File: config.mk
export PLATFORM = sky130hd
export DESIGN_NAME = alu_arbiter
export DESIGN_NICKNAME = d
export VERILOG_FILES = /design/src/rtl/alu_arbiter.sv
export SDC_FILE = /design/constraint.sdc
export NUM_CORES = 1
export LEC_CHECK = 0
export CAP_MARGIN = 0
export CORE_ASPECT_RATIO = 1.1
export CORE_UTILIZATION = 30
export DETAILED_ROUTE_END_ITERATION = 12
export PLACE_DENSITY = 0.79
export SETUP_SLACK_MARGIN = 0.4
export SLEW_MARGIN = 10
export SYNTH_ARGS = -nofsm -noshare
export SYNTH_HDL_FRONTEND = slang
export SYNTH_SLANG_ARGS = --single-unit
File: constraint.sdc
create_clock -name clk -period 2 [get_ports clk]
set_clock_uncertainty 0.1 [all_clocks]
set_input_delay 0.2 -clock clk [delete_from_list [all_inputs] [get_ports clk]]
set_output_delay 0.2 -clock clk [all_outputs]
set_load 0.005 [all_outputs]
File: src/rtl/alu_arbiter.sv
// rtl/alu_arbiter.sv - shares one external ALU between two valid/ready requesters
// Define ALU_ARB_RR_EN for round-robin tie-breaking; otherwise port 0 has fixed priority.
module alu_arbiter #(
    parameter int DATA_W = 32,
    parameter int OP_W   = 4
) (
    input  logic              clk,
    input  logic              rst,
    input  logic              req0_valid,
    output logic              req0_ready,
    input  logic [DATA_W-1:0] req0_a,
    input  logic [DATA_W-1:0] req0_b,
    input  logic [OP_W-1:0]   req0_op,
    input  logic              req1_valid,
    output logic              req1_ready,
    input  logic [DATA_W-1:0] req1_a,
    input  logic [DATA_W-1:0] req1_b,
    input  logic [OP_W-1:0]   req1_op,
    output logic              rsp0_valid,
    input  logic              rsp0_ready,
    output logic [DATA_W-1:0] rsp0_data,
    output logic              rsp0_z,
    output logic              rsp1_valid,
    input  logic              rsp1_ready,
    output logic [DATA_W-1:0] rsp1_data,
    output logic              rsp1_z,
    output logic [DATA_W-1:0] alu_a,
    output logic [DATA_W-1:0] alu_b,
    output logic [OP_W-1:0]   alu_op,
    input  logic [DATA_W-1:0] alu_out,
    input  logic              alu_z
);

    // The downstream ALU has no default branch, so idle cycles must carry a defined code.
    localparam logic [OP_W-1:0] ALU_XXX = {OP_W{1'b1}};

    typedef enum logic [1:0] {
        IDLE = 2'd0,
        EXEC = 2'd1,
        RESP = 2'd2
    } state_t;

    state_t            state_q, state_d;
    logic [DATA_W-1:0] a_q, a_d;
    logic [DATA_W-1:0] b_q, b_d;
    logic [OP_W-1:0]   op_q, op_d;
    logic              owner_q, owner_d;
    logic [DATA_W-1:0] res_q, res_d;
    logic              z_q, z_d;
    logic              grant0, grant1;

`ifdef ALU_ARB_RR_EN
    logic              last_q, last_d;
`endif

    always_comb begin
        grant0 = 1'b0;
        grant1 = 1'b0;
        if (state_q == IDLE && !rst) begin
`ifdef ALU_ARB_RR_EN
            if (req0_valid && req1_valid) begin
                grant0 = last_q;
                grant1 = ~last_q;
            end else begin
                grant0 = req0_valid;
                grant1 = req1_valid;
            end
`else
            grant0 = req0_valid;
            grant1 = req1_valid & ~req0_valid;
`endif
        end
    end

    always_comb begin
        state_d = state_q;
        a_d     = a_q;
        b_d     = b_q;
        op_d    = op_q;
        owner_d = owner_q;
        res_d   = res_q;
        z_d     = z_q;
`ifdef ALU_ARB_RR_EN
        last_d  = last_q;
`endif
        case (state_q)
            IDLE: begin
                if (grant0 || grant1) begin
                    state_d = EXEC;
                    a_d     = grant1 ? req1_a  : req0_a;
                    b_d     = grant1 ? req1_b  : req0_b;
                    op_d    = grant1 ? req1_op : req0_op;
                    owner_d = grant1;
`ifdef ALU_ARB_RR_EN
                    last_d  = grant1;
`endif
                end
            end
            EXEC: begin
                res_d   = alu_out;
                z_d     = alu_z;
                state_d = RESP;
            end
            RESP: begin
                if (owner_q ? rsp1_ready : rsp0_ready) begin
                    state_d = IDLE;
                end
            end
            default: state_d = IDLE;
        endcase
    end

    always_ff @(posedge clk) begin
        if (rst) begin
            state_q <= IDLE;
            a_q     <= '0;
            b_q     <= '0;
            op_q    <= ALU_XXX;
            owner_q <= 1'b0;
            res_q   <= '0;
            z_q     <= 1'b0;
`ifdef ALU_ARB_RR_EN
            last_q  <= 1'b1;
`endif
        end else begin
            state_q <= state_d;
            a_q     <= a_d;
            b_q     <= b_d;
            op_q    <= op_d;
            owner_q <= owner_d;
            res_q   <= res_d;
            z_q     <= z_d;
`ifdef ALU_ARB_RR_EN
            last_q  <= last_d;
`endif
        end
    end

    assign req0_ready = grant0;
    assign req1_ready = grant1;

    assign rsp0_valid = (state_q == RESP) && !owner_q;
    assign rsp1_valid = (state_q == RESP) && owner_q;
    assign rsp0_data  = res_q;
    assign rsp1_data  = res_q;
    assign rsp0_z     = z_q;
    assign rsp1_z     = z_q;

    assign alu_a  = (state_q == EXEC) ? a_q  : '0;
    assign alu_b  = (state_q == EXEC) ? b_q  : '0;
    assign alu_op = (state_q == EXEC) ? op_q : ALU_XXX;

endmodule

* After elaboration in Yosys (flattened, before gate mapping)
Index checks and enable logic that the tools add are counted.
** Cells by class
- Reduce and logical (&&, ||, !) cells :: 9
- Eq/ne operators :: 4
- Muxes and demuxes :: 12
- Bitwise gates (word level) :: 2
** Operators with widths (number)
- two-way mux 32 bit :: 4
- two-way mux 4 bit :: 2
- case mux 2 bit (3 select lines) :: 1
- two-way mux 2 bit :: 2
- AND reduction 2 bit :: 2
- logical AND 1 bit :: 3
- two-way mux 1 bit :: 3
- == test 2 x 1 -> 1 bit (second input constant) :: 1
- == test 2 bit (second input constant) :: 1
- logical NOT 1 bit :: 2
- logical NOT 2 bit :: 1
- inequality test 2 x 1 -> 1 bit (second input constant) :: 1
- inequality test 2 bit (second input constant) :: 1
- bitwise AND 1 bit :: 1
- logical OR 1 bit :: 1
- inverter 1 bit :: 1
** Word-level totals
- Output and inout bits :: 138
- Input bits :: 175
- Register bits after elaboration :: 104

* Logic depth before layout (Yosys ltp)
- Depth in word-level cells :: 6
- Mapped depth :: 7
- Depth with buffers taken out :: 3

* Least setup slack after synthesis
No wires, ideal clock.
- Path type :: flip-flop to output port
- Start :: reg state_q[0]
- End :: out alu_a[0]
- Slack :: 0.519 ns
- Data arrival time :: 1.181 ns
- Required time :: 1.700 ns
- Stages on the path, launching flop included :: 5
- Path through :: dfxtp_1 nor2b_1 buf_2 clkbuf_1 and2_1
** On the way
- Cells in the longest elaborated chain, start to end :: 2
** RTL lines
- from (decl) :: line 43 : state_t state_q, state_d;
- from (signal assigned) :: line 126 : state_q <= state_d;
- == test 2 x 1 -> 1 bit :: line 149 : assign alu_a = (state_q == EXEC) ? a_q : '0;
- two-way mux 32 bit :: line 149
- to (decl) :: line 27 : output logic [DATA_W-1:0] alu_a,
No other way between the ends.

* Worst setup path in the final report
- Start :: reg state_q[0]
- End :: out alu_a[8]
Same word-level chain as after synthesis.

==> impl_summary.md <==
Status
The flow ran to the end, and the final reports show no timing, DRC or antenna violations.

Global routing
The total overflow reported by the global router is 0. The number of antenna violations at the first check in global routing came to 0. Entering global routing, the biggest net connects 65 pins. The overall routing resource usage is 0.207. The number of global-route vias before repair is ~5,000.

The first-pass GRT wire length is roughly 27,000 um.

Die
The area of the die is roughly 0.017 mm^2. The die is 124 um wide. The top-level I/O count is approximately 310. The number of core rows is 48. Measured along the y axis, the die boundary spans 136 um.

The area of the core region is 0.0159 mm^2. The initial standard-cell utilization of the core is 0.311.

Worst setup path
Data arrives at the worst endpoint at between 1.5 and 2 ns. The number of cells traversed by the worst register-to-register path is 9. The critical path ends at alu_a[8].

The reg-to-reg setup timing slack is around 0.16 ns. The number of buffers and inverters on the critical path is 5. The critical path's largest stage delay is ~0.33 ns. Along the worst path, the maximum fanout reaches 5.

The signal on the critical path passes through nor2b_4 > buf_6 > buf_6 > buf_16 > buf_8 > and2_4 > buf_6. The startpoint identified for the worst register-to-register timing path is state_q[0]. The category of cells accounting for the largest share of critical-path delay is buffers and inverters. The number of cells on the critical path is 7. The kind of end point of the critical path is an output pin. The startpoint type of the worst setup path is a flop. The kind of critical path is flop to output pin. The endpoint identified for the worst register-to-register timing path is a_q[4]. The cell that appears most often on the critical path is buf_6. The worst-path cell with the longest stage delay is dfxtp_2.

In this run the worst setup path begins at state_q[0]. Data on the critical path is required at its endpoint by between 1.5 and 2 ns.

CTS
The number of sinks on the clock net is around 100. CTS built an H-tree with a depth of 3. TritonCTS built the clock tree. The latest clock arrival within the worst-skew pair is about 0.34 ns. The clock slew at the register clock pins of the worst setup and hold paths is roughly 0.07 ns.

Counting the buffers created by CTS gives 9. The tree is rooted in a clkbuf_16. The maximum clock path buffer count is 2.

Timing
Derived from the worst setup path, the maximum achievable clock frequency is roughly 540 MHz. The count of final max-slew check failures is 0. The post-layout minimum cycle time is 1.85 ns.

The ratio of final minimum period to clock period is 0.925. The final worst slack is 0.149 ns. Setup violations remaining at the end of the flow were counted as 0. Setup repair after global routing could not meet its margin everywhere. The count of endpoints failing hold in the final timing report was 0.

The worst pin sits at a relative slew slack of 0.695. The accumulated negative setup slack is 0 ns. The slew at the pin closest to its max-slew limit is between 0.4 and 0.5 ns.

Drt
The final wirelength is 18,600 um. The final routed DRC violation total is 0. Dividing the detail-routed wire length by the instance count gives approximately 18 um. The detailed router finished its first iteration with around 180 violations. The mean number of vias per cell is about 5.

Before antenna repair, the detailed router went through 4 iterations. The number of vias after detailed routing is 5,231. In this run the remaining antenna-violating nets after routing total 0.

Placement
The final weighted congestion in routability-driven placement is 0.756. In this run, placement finished with an instance count of around 970. The count of buffers inserted at the top-level ports is 312. The minimum setup slack after placement is approximately 0.15 ns. The half-perimeter wire length after placement is between 10,000 and 15,000 um.

Logic synthesis
The number of cells produced by synthesis is 524. The number of nets handed over by synthesis was between 600 and 700. The portion of the post-synthesis area used by sequential elements is 0.422. The Yosys warning count is 0.

In this run the cell area of the synthesized design comes to around 0.0049 mm^2. The netlist uses 26 different library cells. The mean instance size in the synthesized netlist is 9.41 um^2. Counting flops and latches in the post-synthesis netlist gives 104.

Final layout
The share of cells above drive strength 1 is 0.309. The layout has 1,390 filler cells. The top cell types in the final layout, fill and taps aside, are clkdlybuf4s50_1, dfxtp_1, nand2_1. The net total in the final layout is roughly 1,000.

The number of diodes added for antenna fixing is 0. The area overhead of the layout relative to synthesis is 86.3%. The most frequent standard cell in the layout excluding fill and tap cells is clkdlybuf4s50_1. The finished layout holds 1,025 standard cells, fillers aside.

Hold path
The tightest min-delay check is of the primary input to flop type. The worst hold path begins at alu_out[29].

Run
The total of max-cap violations is 0.

Power
Summed over all cells, the static leakage comes to between 0.003 and 0.004 uW. The power per unit of standard cell area is between 600 and 700 mW/mm^2. The worst vdd rail ir drop is 0.399 mV.
-- logic make-up after synthesis --
group / share of synthesized area
buffers and inverters: 0.105
multiplexers: 0.00203
flip-flops: 0.422
AND/OR/NAND/NOR: 0.164
AO/OA/AOI/OAI: 0.307
-- stage by stage --
stage | power (uW) | instance area [um^2] | hold slack, ns | util
floorplan | 3080 | 4930 | 0.236 | -
global placement | 3850 | 8040 | 0.354 | 0.507
detailed placement | 3870 | 8040 | 0.362 | 0.507
CTS | 5750 | 8870 | 0.287 | 0.559
global route | 6130 | 9180 | 0.292 | 0.579
finish | 5860 | 9180 | 0.302 | 0.579
-- cells in the mapped netlist --
master / number / share of area
nand3b_1: 1 / 0.0015
and2_4: 1 / 0.0018
o22a_1: 63 / 0.11
and3b_1: 1 / 0.0018
o221a_2: 63 / 0.14
o22ai_1: 1 / 0.0013
buf_4: 33 / 0.050
mux2i_1: 1 / 0.0020
a21oi_1: 35 / 0.036
a22oi_1: 1 / 0.0015
a211oi_1: 5 / 0.0076
a31oi_1: 4 / 0.0051
nor2_1: 3 / 0.0023
and2_1: 66 / 0.084
buf_6: 5 / 0.011
nand2b_1: 6 / 0.0076
nor3b_1: 1 / 0.0015
nor3_4: 1 / 0.0033
nor2b_1: 2 / 0.0025
inv_2: 2 / 0.0015
dfxtp_1: 104 / 0.42
buf_2: 14 / 0.014
or2_0: 1 / 0.0013
clkbuf_1: 35 / 0.027
nand2_1: 74 / 0.056
buf_1: 1 / 0.00076
-- report_power, final --
| part | leakage (uW) | switching, uW | internal [uW] | total (uW) |
|---|---|---|---|---|
| Sequential | 0.000857 | 127 | 2290 | 2420 |
| Combinational | 0.00295 | 632 | 1180 | 1810 |
| Clock | 0.000121 | 792 | 839 | 1630 |
-- flip-flops by register name, summed over array words and instances, names as in the netlist --
register	count
rsp0_z	1
rsp0_data	32
owner_q	1
state_q	2
a_q	32
op_q	4
b_q	32
-- area by class of cell --
cell class	instances	area (um^2)	area share
tap	200	250	0.0272
clock inverter	4	32.5	0.00354
multi-input combinational	330	2480	0.270
timing repair buffer	375	4100	0.446
clock buffer	10	229	0.0249
inverter	2	7.51	0.000817
sequential	104	2080	0.227
-- metal layers --
| layer | up-vias | GRT usage | wire, um |
|---|---|---|---|
| met5 | - | 0 | 0 |
| met4 | 0 | 0.0663 | 268 |
| met3 | 19 | 0.0516 | 1200 |
| met2 | 230 | 0.371 | 9540 |
| met1 | 2495 | 0.240 | 7580 |
| li1 | 2487 | - | - |
-- what timing repair did --
| item | in CTS | in global routing |
|---|---|---|
| hold buffers | 0 | 0 |
| hold endpoints to repair | 0 | 0 |
| endpoints found under the setup margin | 135 | 140 |
| gates resized for setup | 230 | 117 |
| pin swaps | 17 | 22 |
| gates cloned | 10 | 6 |
| buffers inserted | 21 | 7 |
-- tightest hold or removal path, stage by stage --
cell and delay, ns:
clkdlybuf4s50_1 0.40, nand2_1 0.05, a21oi_1 0.05
-- how the worst min path moves through the flow --
stage	endpoint	slack [ns]	cells past startpoint
floorplan	rsp0_data[0]	0.24	2
global placement	b_q[30]	0.35	1
detailed placement	b_q[22]	0.36	1
CTS	rsp0_data[28]	0.29	3
global route	rsp0_data[18]	0.29	3
finish	rsp0_data[29]	0.30	3
Note: power is estimated with default switching activity, not from simulation.
